### config.mk
export PLATFORM = sky130hd
export DESIGN_NAME = bram_read_arbiter
export DESIGN_NICKNAME = d
export VERILOG_FILES = /design/src/rtl/bram_read_arbiter.sv
export SDC_FILE = /design/constraint.sdc
export NUM_CORES = 1
export LEC_CHECK = 0
export CAP_MARGIN = 0
export CORE_MARGIN = 2
export CORE_UTILIZATION = 30
export CTS_CLUSTER_DIAMETER = 80
export DETAILED_ROUTE_END_ITERATION = 10
export PLACE_DENSITY = 0.62
export SYNTH_ARGS = -nofsm -noshare
export SYNTH_HDL_FRONTEND = slang
export SYNTH_SLANG_ARGS = --single-unit
### constraint.sdc
create_clock -name CLK -period 3.3 [get_ports CLK]
set_input_delay 0.66 -clock CLK [delete_from_list [all_inputs] [get_ports CLK]]
set_output_delay 0.66 -clock CLK [all_outputs]
set_load 0.01 [all_outputs]
### src/rtl/bram_read_arbiter.sv
`default_nettype none
// ============================================================================
// Module      : bram_read_arbiter
// Description : Two-client round-robin read arbiter in front of a single-port
//               BRAM; a 2-deep tag FIFO routes in-order responses to owners.
// Revision    : 1.0 - initial release
// ============================================================================
module bram_read_arbiter #(
    parameter int ADDR_WIDTH = 8,
    parameter int DATA_WIDTH = 8
) (
    input  logic                  CLK,
    input  logic                  RST_N,
    input  logic [ADDR_WIDTH-1:0] C0_REQ_ADDR,
    input  logic                  C0_REQ_EN,
    output logic                  C0_REQ_RDY,
    output logic [DATA_WIDTH-1:0] C0_RSP,
    output logic                  C0_RSP_RDY,
    input  logic                  C0_RSP_EN,
    input  logic [ADDR_WIDTH-1:0] C1_REQ_ADDR,
    input  logic                  C1_REQ_EN,
    output logic                  C1_REQ_RDY,
    output logic [DATA_WIDTH-1:0] C1_RSP,
    output logic                  C1_RSP_RDY,
    input  logic                  C1_RSP_EN,
    output logic [ADDR_WIDTH-1:0] MEM_RD_ADDR,
    output logic                  MEM_RD_EN,
    input  logic                  MEM_RD_RDY,
    input  logic [DATA_WIDTH-1:0] MEM_DOUT,
    input  logic                  MEM_DOUT_RDY,
    output logic                  MEM_DOUT_EN
);

    logic                  r_v0;
    logic                  r_v1;
    logic [ADDR_WIDTH-1:0] r_a0;
    logic [ADDR_WIDTH-1:0] r_a1;
    logic                  r_last;
    logic                  r_tag0;
    logic                  r_tag1;
    logic [1:0]            r_count;

    logic w_pop;
    logic w_can_issue;
    logic w_issue;
    logic w_grant;
    logic w_acc0;
    logic w_acc1;

    always_comb begin
        w_pop       = RST_N && (r_count != 2'd0) && (C0_RSP_EN || C1_RSP_EN);
        // A pop frees a tag slot in the same cycle, so a full FIFO can still issue.
        w_can_issue = RST_N && MEM_RD_RDY && ((r_count != 2'd2) || w_pop);
        w_grant     = (r_v0 && r_v1) ? ~r_last : r_v1;
        w_issue     = w_can_issue && (r_v0 || r_v1);

        MEM_RD_EN   = w_issue;
        MEM_RD_ADDR = (w_issue && w_grant) ? r_a1 : r_a0;
        MEM_DOUT_EN = w_pop;

        C0_REQ_RDY  = RST_N && (!r_v0 || (w_issue && !w_grant));
        C1_REQ_RDY  = RST_N && (!r_v1 || (w_issue && w_grant));
        w_acc0      = C0_REQ_EN && C0_REQ_RDY;
        w_acc1      = C1_REQ_EN && C1_REQ_RDY;

        C0_RSP_RDY  = RST_N && MEM_DOUT_RDY && (r_count != 2'd0) && !r_tag0;
        C1_RSP_RDY  = RST_N && MEM_DOUT_RDY && (r_count != 2'd0) && r_tag0;
        C0_RSP      = MEM_DOUT;
        C1_RSP      = MEM_DOUT;
    end

    always_ff @(posedge CLK) begin
        if (!RST_N) begin
            r_v0    <= 1'b0;
            r_v1    <= 1'b0;
            r_a0    <= '0;
            r_a1    <= '0;
            r_last  <= 1'b1;
            r_tag0  <= 1'b0;
            r_tag1  <= 1'b0;
            r_count <= 2'd0;
        end else begin
            // A new request wins over the grant clearing the same buffer.
            if (w_acc0) begin
                r_v0 <= 1'b1;
                r_a0 <= C0_REQ_ADDR;
            end else if (w_issue && !w_grant) begin
                r_v0 <= 1'b0;
            end

            if (w_acc1) begin
                r_v1 <= 1'b1;
                r_a1 <= C1_REQ_ADDR;
            end else if (w_issue && w_grant) begin
                r_v1 <= 1'b0;
            end

            if (w_issue) begin
                r_last <= w_grant;
            end

            case ({w_issue, w_pop})
                2'b10: begin
                    if (r_count == 2'd0) begin
                        r_tag0 <= w_grant;
                    end else begin
                        r_tag1 <= w_grant;
                    end
                    r_count <= r_count + 2'd1;
                end
                2'b01: begin
                    r_tag0  <= r_tag1;
                    r_count <= r_count - 2'd1;
                end
                2'b11: begin
                    if (r_count == 2'd1) begin
                        r_tag0 <= w_grant;
                    end else begin
                        r_tag0 <= r_tag1;
                        r_tag1 <= w_grant;
                    end
                end
                default: begin
                end
            endcase
        end
    end

endmodule
`default_nettype wire

==> run summary <==
The flow ran to the end, and the final reports show no timing, DRC or antenna violations. The horizontal die dimension came out at 72.7 um. The post-route fraction of the period consumed by the critical path came out at 95.6%.

The fraction of layout instances using a drive strength above 1 came out at 15.4%. Data on the critical path is required at its endpoint by 2640 ps. The post-synthesis area per instance came out at 8.91 um^2. Among the stages of the critical path, the cell type that occurs most often is sky130_fd_sc_hd__clkdlybuf4s50_1.

The initial antenna violation count came to 0. The initial core utilization is 31.9%. The number of hold-repair buffers added at the cts stage came out at 0. The remaining antenna violation count is 0. The startpoint identified for the worst register-to-register timing path is r_count[0].

The share of synthesized cell area in full adder, half adder and majority cells came out at 5.30%. Along the worst path, the maximum fanout reaches 6. The leakage power came out at 0.910 nW. The arrival time of data at the critical path endpoint came out at 2500 ps. The slew at the pin closest to its max-slew limit is 629 ps. In this run the tool buffered the top-level ports with 37 buffer cells. The half-perimeter wire length after placement is 2.04 mm. The count of H-tree levels built during CTS is 1. The slowest stage of the critical path is the sky130_fd_sc_hd__clkdlybuf4s50_1 cell.

The critical path in this run is classified as input pin to primary output. The design internal power is 0.547 mW. The number of flip-flops and latches in the synthesized netlist came out at 23. Net switching is 30.7% of the power.

The startpoint type of the worst setup path is an input pin. The worst path needs 3160 ps of the cycle, external delays included. The later pin in the worst-skew pair is clocked with a latency of 250 ps. When the netlist entered floorplanning its net count stood at 197. Summing the areas of all compound-gate instances in the mapped netlist gives 14.6% of the synthesized area. In the global route stage, met1 resource usage came out at 17.9%. The global placement routability congestion came out at 0.739. The final count of negative-setup-slack endpoints came out at 0. The worst slack on hold paths is 457 ps. The number of global-route vias before repair is 1071.

TritonCTS created 3 clock buffers. The synthesized netlist devotes 1.24% of its cell area to XOR and XNOR gates. The share of flip-flops with an asynchronous set or reset after synthesis is 0%.

The number of enable-type register cells in the synthesized netlist is 0. The origin of the worst setup path is RST_N. The sequential cell fraction of total power is 41.8%. The simple-gate share of the synthesized area came out at 15.0%.

The number of maximum-capacitance violations came out at 0. The final-stage net count came out at 227. The count of standard-cell rows came out at 24. The power spent charging and discharging nets came out at 0.242 mW. The worst voltage drop across the vdd grid came out at 0.000142 V. In this run the deepest clock path goes through 2 buffers. The count of warnings emitted by yosys is 0.

The count of cells in the finished layout, fillers not included, comes to 240. The global routing stage identified its most utilized layer as met1. Walking the worst path, the cells encountered are clkdlybuf4s50_1, inv_2, buf_4, o31a_1, a21oi_1, and2_1, clkdlybuf4s50_1. The part of the total power dissipated in combinational logic is 37.0%. The wire length per cell after detailed routing came out at 11.8 um. The cell count after synthesis came out at 159. The post-detailed-route DRC marker count came out at 0. The initial DRC count is 35.

The total design power is 0.789 mW. The main flop type after synthesis is sky130_fd_sc_hd__dfxtp_1. The sum of routed wire length over all layers came out at 2.84 mm. The vertical die dimension came out at 72.7 um. Setup repair after global routing left no endpoint under its margin. The wire length of the first global-routing pass is 4.89 mm.

The count of final hold-check violations is 0. The die covers 5290 um^2. The sequential element share of the synthesized area is 32.5%.

During I/O placement, the number of pins put on the boundary was 62. The startpoint identified for the worst hold timing path is r_a0[1]. Global routing used 16.0% of the available met2 tracks.

The power share of the clock group is 21.2%. The CTS clock-pin slew for the worst setup and hold paths is 80 ps. The number of placed instances, taps included is 233. The maximum single-stage delay on the critical path is 530 ps. The met3 usage came out at 2.35%.

The number of optimization iterations in the first detailed-route pass came out at 4. The antenna diode count came out at 0. The count of vias placed by the detailed router came out at 1075. The number of filler instances in the final layout came out at 460.

The combinational family with the most area after synthesis is multiplexers. The worst-case clock skew came out at 4.15 ps. The element type at the critical path end is a primary output. Dividing total power by cell area gives a power density of 428 nW/um^2.

The synthesized cell area is 1420 um^2. The largest net degree at the start of global routing is 27. The worst hold path belongs to the class register to register. The global-route usage over all layers is 11.8%. The number of distinct library cell variants in the gate-level netlist after synthesis is 32.

The clock sink count is 23. The number of slew-limit violations in the final report was 0. The share of cell area taken by muxes after synthesis is 18.4%. The total grt overflow is 0. Relative to the synthesized area, the layout overhead comes to 30.2%. The TritonCTS clock tree is built. The core region is 4440 um^2. The highest attainable clock frequency came out at 317 MHz. The clock root buffer is sky130_fd_sc_hd__clkbuf_8.

In this run the tightest slew margin relative to its limit is 58.0%. The vias per cell is 4.48.
[synth_stat cells (all sizes together) (2+ instances only)]
library cell / number / area (um^2)
a21oi: 6 / 30.0
mux2i: 17 / 170
and2: 2 / 12.5
o21ai: 3 / 15.0
xor2: 2 / 17.5
a31oi: 2 / 12.5
dfxtp: 23 / 460
clkbuf: 4 / 15.0
nand2: 37 / 146
nor2: 4 / 15.0
inv: 11 / 41.3
ha: 6 / 75.1
mux2: 8 / 90.1
a211oi: 3 / 47.6
buf: 17 / 128
[routing by layer]
metal  vias to the layer above  wire length [um]
met4                         0                41
met5                         -                 0
li1                        577                 -
met1                       459              1470
met3                         2               170
met2                        37              1160
[worst max-delay path: cells and delay by family]
kind | cells | cell delay [ps]
buf+inv | 4 | 1250
compound gates | 2 | 440
simple gates | 1 | 140
[cells in the final DEF, fill, tap and decap left out, drive strengths merged, types with 2 or more instances in the layout]
master / instances
clkdlybuf4s50: 28
a211oi: 3
clkbuf: 3
a31oi: 2
buf: 8
inv: 11
o21ai: 3
nor2: 4
dlymetal6s2s: 9
and2: 2
mux2: 8
dfxtp: 23
mux2i: 17
xor2: 2
ha: 6
nand2: 38
a21oi: 6
[path summary, 6_finish.rpt]
check	end	slack, ps	depth (start not counted)
setup / recovery	C0_REQ_RDY	140	7
hold / removal	r_a0[1]	460	2
setup reg to reg	r_tag1	1060	11
hold reg to reg	r_a0[1]	460	2
[sequential cells by signal, summed over array words and instances (netlist names)]
register and count:
r_v1 1, r_a0 8, r_tag0 1, r_a1 8
r_last 1, r_count 2, r_v0 1, r_tag1 1
[power groups by stage]
stage	sequential [mW]	clock, mW	combinational [mW]
2_1_floorplan	0.330	0	0.210
3_3_place_gp	0.335	0	0.291
3_5_place_dp	0.336	0	0.292
4_1_cts	0.330	0.178	0.297
5_1_grt	0.335	0.188	0.326
6_report	0.330	0.167	0.292
[logic make-up after synthesis]
| logic type | after synthesis |
|---|---|
| compound gates | 22 |
| xor+xnor | 2 |
| mux | 25 |
| fa+ha+maj | 6 |
| simple gates | 49 |
| buf+inv | 32 |
| flops | 23 |
[layout make-up]
type                       instances  area [um^2]  share of cell area [%]
clock inverter                     1         5.00                   0.271
timing repair buffer              45          453                    24.6
clock buffer                       3         41.3                    2.24
tap                               52         65.1                    3.53
multi-input combinational        105          778                    42.2
sequential                        23          460                    25.0
inverter                          11         41.3                    2.24
[through the flow]
step | TNS [ps] | setup WS [ps] | instance area, um^2 | utilization, %
after floorplan | 0 | 740 | 1420 | -
after global placement | -228 | -41.4 | 1750 | 39.5
after detailed placement | -282 | -43.3 | 1750 | 39.5
after CTS | 0 | 7.10 | 1810 | 40.8
after global routing | 0 | 50.1 | 1840 | 41.5
final | 0 | 145 | 1840 | 41.5
[repair_timing]
action	CTS	global route
gates cloned	1	0
buffers inserted	1	1
pin swaps	1	0
setup endpoints to repair	8	8
gates resized for setup	0	9
(Power assumes the default switching activity.)
